$ cat config.mk
export PLATFORM = sky130hd
export DESIGN_NAME = cpu_bus_sequencer
export DESIGN_NICKNAME = d
export VERILOG_FILES = /design/src/rtl/cpu_bus_sequencer.sv
export SDC_FILE = /design/constraint.sdc
export NUM_CORES = 1
export LEC_CHECK = 0
export BUFFER_PORTS_ARGS = -buffer_cell sky130_fd_sc_hd__buf_2
export CORE_MARGIN = 2
export CORE_UTILIZATION = 47
export CTS_CLUSTER_SIZE = 12
export DETAILED_ROUTE_END_ITERATION = 12
export PLACE_DENSITY = 0.81
export SETUP_SLACK_MARGIN = 0.4
export SLEW_MARGIN = 20
export SYNTH_ARGS = -nofsm -noshare
export SYNTH_HDL_FRONTEND = slang
export SYNTH_SLANG_ARGS = --single-unit
$ cat constraint.sdc
create_clock -name clk -period 2.5 [get_ports clk]
set_input_delay 0 -clock clk [delete_from_list [all_inputs] [get_ports clk]]
set_output_delay 0 -clock clk [all_outputs]
set_load 0.01 [all_outputs]
$ cat src/rtl/cpu_bus_sequencer.sv
// 65C02 bus sequencer: phi2 generation, CPU reset hold, address decode and strobes, ACIA clock stretch.
// All outputs registered; address/rwb sampled on the edge entering phi2-high and held until phi2 falls.
module cpu_bus_sequencer #(
  parameter int          PHI_LO     = 2,
  parameter int          PHI_HI     = 2,
  parameter int          ACIA_WAIT  = 4,
  parameter logic [15:0] ACIA_BASE  = 16'h8000,
  parameter int          RES_CYCLES = 8
) (
  input  logic        clk,
  input  logic        reset,
  input  logic [15:0] address,
  input  logic        rwb,
  output logic        phi2,
  output logic        resb,
  output logic        ram_cs,
  output logic        rom_cs,
  output logic        acia_cs,
  output logic        oe_n,
  output logic        we_n,
  output logic        stretch
);

  typedef enum logic [1:0] {LOW, HIGH, STRETCH} state_t;

  localparam logic [7:0] LO_N   = 8'(PHI_LO);
  localparam logic [7:0] HI_N   = 8'(PHI_HI);
  localparam logic [7:0] WAIT_N = 8'(ACIA_WAIT);
  localparam int         RW     = $clog2(RES_CYCLES + 1);
  localparam logic [RW-1:0] RES_LAST = RW'(RES_CYCLES - 1);

  state_t        state_q;
  logic [7:0]    cnt_q;
  logic [RW-1:0] res_cnt_q;
  logic          resb_q, phi2_q, ram_q, rom_q, acia_q, oe_n_q, we_n_q, stretch_q;

  logic ram_d, rom_d, acia_d;
  logic phase_end, enter_high, enter_str, enter_low;

  // ACIA window wins over RAM/ROM so selects stay exclusive for any ACIA_BASE.
  always_comb begin
    acia_d = (address[15:2] == ACIA_BASE[15:2]);
    ram_d  = ~address[15] & ~acia_d;
    rom_d  = (address[15:14] == 2'b11) & ~acia_d;
  end

  always_comb begin
    phase_end = 1'b0;
    case (state_q)
      LOW:     phase_end = (cnt_q >= LO_N);
      HIGH:    phase_end = (cnt_q >= HI_N);
      STRETCH: phase_end = (cnt_q >= WAIT_N);
      default: phase_end = 1'b1;
    endcase
    enter_high = (state_q == LOW) && phase_end;
    enter_str  = (state_q == HIGH) && phase_end && acia_q && (WAIT_N != 8'd0);
    enter_low  = (state_q != LOW) && phase_end && !enter_str;
  end

  always_ff @(posedge clk) begin
    if (!reset) begin
      state_q   <= LOW;
      cnt_q     <= 8'd0;
      res_cnt_q <= '0;
      resb_q    <= 1'b0;
      phi2_q    <= 1'b0;
      ram_q     <= 1'b0;
      rom_q     <= 1'b0;
      acia_q    <= 1'b0;
      oe_n_q    <= 1'b1;
      we_n_q    <= 1'b1;
      stretch_q <= 1'b0;
    end else begin
      cnt_q <= phase_end ? 8'd1 : cnt_q + 8'd1;

      if (enter_high) begin
        state_q <= HIGH;
        phi2_q  <= 1'b1;
        // No bus activity is exposed while the CPU is still held in reset.
        ram_q   <= resb_q & ram_d;
        rom_q   <= resb_q & rom_d;
        acia_q  <= resb_q & acia_d;
        oe_n_q  <= ~(resb_q & rwb);
        we_n_q  <= ~(resb_q & ~rwb);
      end

      if (enter_str) begin
        state_q   <= STRETCH;
        stretch_q <= 1'b1;
      end

      if (enter_low) begin
        state_q   <= LOW;
        phi2_q    <= 1'b0;
        ram_q     <= 1'b0;
        rom_q     <= 1'b0;
        acia_q    <= 1'b0;
        oe_n_q    <= 1'b1;
        we_n_q    <= 1'b1;
        stretch_q <= 1'b0;
        if (!resb_q) begin
          if (res_cnt_q == RES_LAST) resb_q <= 1'b1;
          else                       res_cnt_q <= res_cnt_q + RW'(1);
        end
      end
    end
  end

  assign phi2    = phi2_q;
  assign resb    = resb_q;
  assign ram_cs  = ram_q;
  assign rom_cs  = rom_q;
  assign acia_cs = acia_q;
  assign oe_n    = oe_n_q;
  assign we_n    = we_n_q;
  assign stretch = stretch_q;

endmodule
==> results.sh, run 1 <==
export IMPL_run_status="finished, final reports clean"
export IMPL_vias=838
export IMPL_crit_family="compound AO/OA/AOI/OAI gates"
export IMPL_r2r_end="rom_cs"
export IMPL_synth_async_reset_ratio_pct=0
export IMPL_powerDensity_nw_per_um2=576
export IMPL_drive_gt1_share_pct=25.4
export IMPL_grt_overflow=0
export IMPL_hold_ws_ns=0.00608
export IMPL_antenna_found_initial=0
export IMPL_hold_violations=0
export IMPL_diodes=0
export IMPL_nNetsFinal=157
export IMPL_area_delta_synth_final_pct=27.8
export IMPL_grt_pass1_vias=821
export IMPL_synth_warnings=0
export IMPL_slew_violations=0
export IMPL_wl_um=1900
export IMPL_final_area_um2=1200
export IMPL_dp_hpwl_um=1380
export IMPL_worstHoldStart="rwb"
export IMPL_cp_slowest_cell="dfxtp_1"
export IMPL_grt_first_pass_wirelength_um=3220
export IMPL_die_h_um=48.6
export IMPL_cpPeakStageDelay_ns=0.38
export IMPL_period_share_pct=77.2
export IMPL_hp_class="in -> reg"
export IMPL_grt_max_degree=18
export IMPL_drv_cap=0
export IMPL_path_cells="inv_1 > ha_1 > or3_4 > a2111oi_4 > buf_6 > o21ai_0 > a21oi_1"
export IMPL_synth_area_um2=936
export IMPL_wl_per_cell_um=11.8
export IMPL_routed_via_density=5.20
export IMPL_grt_util_all_layers_pct=17.8
export IMPL_ios=27
export IMPL_ant_nets=0
export IMPL_drcViolationCount=0
export IMPL_timing_reg2reg_setup_slack_ns=0.57
export IMPL_cts_root_buf="clkbuf_4"
export IMPL_portBuffers=24
export IMPL_fin_setup_tns_ns=0
export IMPL_rsz0062_at_grt="false"
export IMPL_cts_tree="built"
export IMPL_fmax_ghz=0.518
export IMPL_ys_seq_area_share_pct=47.1
export IMPL_placed_cell_area_um2=1100
export IMPL_path_class="reg -> reg"
export IMPL_die_area_um2=2360
export IMPL_setup_viol=0
export IMPL_hold_end="we_n"
export IMPL_synthTopCellsByCount="dfxtp_1, nand2_1, a21oi_1"
export IMPL_coreArea_um2=1920
export IMPL_ys_flop_type="dfxtp_1"
export IMPL_drtIter0Drc=19
export IMPL_fin_util_pct=62.2
export IMPL_slew_headroom_pct=62.2
export IMPL_fin_crit_ns=1.93
export IMPL_clock_skew_ns=0.00127
export IMPL_worst_slew_pin_slew_ns=0.567
export IMPL_dr_pass1_iters=4
export IMPL_hold_path_depth=3
export IMPL_clk_latency_ns=0.30
export IMPL_cts_setup_buffers=0
export IMPL_cp_start_kind="flip-flop"
export IMPL_r2r_start="cnt_q[0]"
export IMPL_max_clock_path_buffers=2
export IMPL_critPathBufInv=2
export IMPL_leakagePower_nw=0.519
export IMPL_cp_required_ns=2.74
export IMPL_fill_cells=192
export IMPL_yosysTopAreaCell="dfxtp_1"
export IMPL_peakVddDrop_uv=397
export IMPL_crit_fanout=17
export IMPL_rows=16
export IMPL_gp_congestion=0.798
export IMPL_synth_most_common_cell="dfxtp_1"
export IMPL_ys_ff_latch=22
export IMPL_netlist_instances=99
export IMPL_cts_sinks=22
export IMPL_synth_distinct_cells=34
export IMPL_synth_enable_flop_cells=0
export IMPL_rr_worst_depth=7
export IMPL_critPathArrivalTime_ns=2.16
export IMPL_syn_area_per_cell_um2=9.45
export IMPL_die_x_um=48.6
export IMPL_start_util_pct=48.7
export IMPL_end_kind="flip-flop"
export IMPL_cts_buffers=3
export IMPL_cts_clk_slew_worst_paths_ns=0.12
export IMPL_synthTopCellsByArea="dfxtp_1, nand2_1, a21oi_1"
export IMPL_synth_top_area_share_pct=47.1
export IMPL_htreeDepth=1
[how the worst max path moves through the flow]
| stage | cells past startpoint | start | endpoint |
|---|---|---|---|
| after global placement | 7 | cnt_q[0] | res_cnt_q[0] |
| final | 7 | cnt_q[0] | rom_cs |
| after floorplan | 7 | cnt_q[0] | resb |
| after global routing | 7 | cnt_q[0] | ram_cs |
| after detailed placement | 7 | cnt_q[0] | rom_cs |
| after CTS | 7 | address[2] | acia_cs |
[layer usage]
layer / track usage, % / share of wire, % / vias to the layer above / wire (um)
li1: - / - / 425 / -
met1: 17.4 / 40 / 396 / 753
met2: 34.0 / 57 / 13 / 1070
met3: 3.70 / 2.6 / 4 / 49
met4: 10.5 / 1.0 / 0 / 19
met5: 0 / 0 / - / 0
[power breakdown]
part	internal (W)	leakage, nW	switching [W]
combinational	0.0000260	0.310	0.0000278
clock	0.000162	0.0279	0.000103
sequential	0.000362	0.180	0.00000895
total	0.000550	0.519	0.000140
[worst register-to-register path, stage by stage (launching register included)]
cell       delay (ns)
dfxtp_1          0.38
inv_1            0.05
ha_1             0.18
or3_4            0.34
a2111oi_4        0.36
buf_6            0.21
o21ai_0          0.16
a21oi_1          0.18
[layout make-up]
type | count | area (um2) | area share, %
tap | 27 | 33.8 | 2.82
clock buffer | 3 | 22.5 | 1.88
sequential | 22 | 440 | 36.8
clock inverter | 1 | 30.0 | 2.51
inverter | 3 | 11.3 | 0.941
timing repair buffer | 29 | 174 | 14.5
multi-input combinational | 76 | 484 | 40.5
[logic make-up after synthesis]
kind of cell	count (synthesis)	share of synthesized area, %
XOR/XNOR	1	0.936
buffers and inverters	5	2.81
adder cells (fa/ha/maj)	3	4.01
multiplexers	4	4.28
other	1	0.401
AO/OA/AOI/OAI	22	16.8
AND/OR/NAND/NOR	41	23.7
flip-flops	22	47.1
[registers in the layout, summed over array words and instances (netlist names)]
register	flops
cnt_q	8
res_cnt_q	4
state_q	2
acia_cs	1
resb	1
ram_cs	1
phi2	1
rom_cs	1
stretch	1
we_n	1
oe_n	1
[placed cells by master, fill, tap and decap left out, types with 2 or more instances in the layout]
cell type / instances
inv_1: 3
nand3_1: 3
buf_2: 24
dfxtp_1: 22
clkbuf_4: 3
mux2i_1: 4
nor3_1: 2
nor4_1: 4
nand2_1: 14
conb_1: 5
o21ai_0: 4
ha_1: 3
o31ai_1: 2
nand2b_1: 3
a21oi_1: 9
nor2_1: 4
or4_1: 2
dlygate4sd3_1: 3
[through the flow]
step	instances	total power, W	worst slack [ns]
global route	161	0.000730	0.435
floorplan	103	0.000406	0.577
detailed placement	153	0.000429	0.561
global placement	153	0.000425	0.607
finish	161	0.000689	0.571
CTS	161	0.000701	0.507
[what timing repair did]
item                                   in CTS  in global routing
endpoints found under the hold margin       2                  0
resized for setup                           0                  2
setup endpoints to repair                   0                  3
hold buffers                                4                  0
Power figures use the tool's default switching activity.
==> inputs of run 2 (changes only) <==
--- a/config.mk
+++ b/config.mk
@@ -7,10 +7,10 @@
 export LEC_CHECK = 0
 export BUFFER_PORTS_ARGS = -buffer_cell sky130_fd_sc_hd__buf_2
 export CORE_MARGIN = 2
-export CORE_UTILIZATION = 47
+export CORE_UTILIZATION = 44
 export CTS_CLUSTER_SIZE = 12
 export DETAILED_ROUTE_END_ITERATION = 12
-export PLACE_DENSITY = 0.81
+export PLACE_DENSITY = 0.8
 export SETUP_SLACK_MARGIN = 0.4
 export SLEW_MARGIN = 20
 export SYNTH_ARGS = -nofsm -noshare
==> constraint.sdc (replaced) <==
create_clock -name clk -period 1.7 [get_ports clk]
set_input_delay 0 -clock clk [delete_from_list [all_inputs] [get_ports clk]]
set_output_delay 0 -clock clk [all_outputs]
set_load 0.01 [all_outputs]
==> run 2 against run 1 <==
- final cell count grew 8.7%
- register-to-register slack lost 0.66 ns
- largest power group unchanged
- utilization grew 4.1 points
- critical endpoint is now we_n
- the run now ends with setup timing left
- clock skew grew 0.0062 ns
- sequential share of layout area shrank 3.2 points
- flip-flop and latch count is the same
- worst hold slack gained 0.042 ns
- power grew 28%
- clock power shrank 15%
- via count grew 10%
- non-clock buffer count grew 15
- first-iteration DRC count grew 16%
==> results.sh, run 2 (synthesized netlist as in run 1, its figures left out) <==
export IMPL_cts_root_buf="clkbuf_4"
export IMPL_period_share_pct=105
export IMPL_end_kind="flip-flop"
export IMPL_cp_start_kind="flip-flop"
export IMPL_leakagePower_nw=0.555
export IMPL_grt_overflow=0
export IMPL_final_cell_mix="buf_2, dfxtp_1, nand2_1"
export IMPL_path_class="reg -> reg"
export IMPL_max_clock_path_buffers=2
export IMPL_ant_nets=0
export IMPL_final_area_um2=1320
export IMPL_vias=922
export IMPL_wl_um=2340
export IMPL_setup_viol=16
export IMPL_drcViolationCount=0
export IMPL_antenna_found_initial=0
export IMPL_routed_via_density=5.27
export IMPL_powerDensity_nw_per_um2=668
export IMPL_nNetsFinal=172
export IMPL_grt_first_pass_wirelength_um=3970
export IMPL_slew_violations=0
export IMPL_slew_headroom_pct=59.1
export IMPL_cp_slowest_cell="a2111o_1"
export IMPL_drtIter0Drc=22
export IMPL_worst_slew_pin_slew_ns=0.614
export IMPL_drive_gt1_share_pct=31.8
export IMPL_dp_hpwl_um=1420
export IMPL_run_status="complete, but fails checks"
export IMPL_cpPeakStageDelay_ns=0.55
export IMPL_regMostFlops="cnt_q"
export IMPL_hold_violations=0
export IMPL_hp_class="in -> reg"
export IMPL_mostFrequentLayoutCell="buf_2"
export IMPL_largest_register_ffs=8
export IMPL_fmax_ghz=0.558
export IMPL_fin_ws_ns=-0.0926
export IMPL_wl_per_cell_um=13.4
export IMPL_grt_max_degree=15
export IMPL_dr_pass1_iters=4
export IMPL_post_place_ws_ns=-0.0967
export IMPL_grt_pass1_vias=948
export IMPL_violations="setup timing"
export IMPL_fin_crit_ns=1.79
export IMPL_r2r_start="cnt_q[0]"
export IMPL_diodes=0
export IMPL_worstHoldStart="reset"
export IMPL_fin_util_pct=66.4
export IMPL_coreArea_um2=1980
export IMPL_die_x_um=50.1
export IMPL_clock_skew_ns=0.00744
export IMPL_area_delta_synth_final_pct=40.5
export IMPL_cts_buffers=3
export IMPL_rsz0062_at_grt="true"
export IMPL_fill_cells=159
export IMPL_ios=27
export IMPL_htreeDepth=1
export IMPL_crit_fanout=6
export IMPL_peakVddDrop_uv=395
export IMPL_largestRegisters="cnt_q: 8 flops, res_cnt_q: 4 flops, state_q: 2 flops"
export IMPL_gp_congestion=0.806
export IMPL_critPathArrivalTime_ns=1.99
export IMPL_portBuffers=24
export IMPL_drv_cap=0
export IMPL_hold_ws_ns=0.0485
export IMPL_path_cells="inv_2 > ha_2 > or3_4 > a2111o_1 > a21oi_1 > o21ai_1"
export IMPL_cts_tree="built"
export IMPL_rows=16
export IMPL_cts_clk_slew_worst_paths_ns=0.11
export IMPL_cp_required_ns=1.90
export IMPL_placed_cell_area_um2=1150
export IMPL_start_util_pct=47.2
export IMPL_clk_latency_ns=0.30
export IMPL_cts_sinks=22
export IMPL_grt_util_all_layers_pct=20.9
export IMPL_startpoint="cnt_q[0]"
export IMPL_die_area_um2=2510
export IMPL_die_h_um=50.1
-- run 2: worst max-delay path: cells and delay by family, from the launching register on --
kind	cells	cell delay, ns
AO/OA/AOI/OAI	3	0.82
adder cells (fa/ha/maj)	1	0.16
buffers and inverters	1	0.03
flip-flops	1	0.35
AND/OR/NAND/NOR	1	0.34
-- run 2: cell type report --
cell class,instances,area [um2],share of cell area (%)
Clock buffer,3,22.5,1.71
Inverter,3,11.3,0.856
Multi-Input combinational cell,76,500,38.1
Sequential cell,22,442,33.6
Tap cell,27,33.8,2.57
Timing Repair Buffer,44,305,23.2
-- run 2: per-layer routing --
layer  global-route usage, %  share of wire (%)  vias up
met4                    9.72                1.9        0
met1                    23.5                 42      445
li1                        -                  -      450
met5                       0                  0        -
met2                    37.3                 53       21
met3                    4.24                3.2        6
-- run 2: path summary, 6_finish.rpt --
kind / to / slack (ns) / cells after the start
worst max register to register: we_n / -0.09 / 6
worst min-delay path: resb / 0.05 / 2
worst max-delay path: we_n / -0.09 / 6
worst min register to register: ram_cs / 0.49 / 2
-- run 2: what timing repair did --
action                                  CTS  global route
endpoints found under the hold margin     3             0
resized for setup                         7             0
endpoints found under the setup margin   17            17
setup buffers                             2             0
hold buffers                             11             0
-- run 2: power breakdown --
part | internal (W) | switching (W)
combinational | 0.0000599 | 0.0000537
clock | 0.0000825 | 0.000141
sequential | 0.000532 | 0.00000983
total | 0.000674 | 0.000205
-- run 2: through the flow --
step	total power, W	cells	TNS (ns)
2_1_floorplan	0.000598	103	-0.390
3_3_place_gp	0.000634	159	-0.186
3_5_place_dp	0.000638	159	-0.756
4_1_cts	0.000883	175	-0.624
5_1_grt	0.000924	175	-1.96
6_report	0.000879	175	-0.658
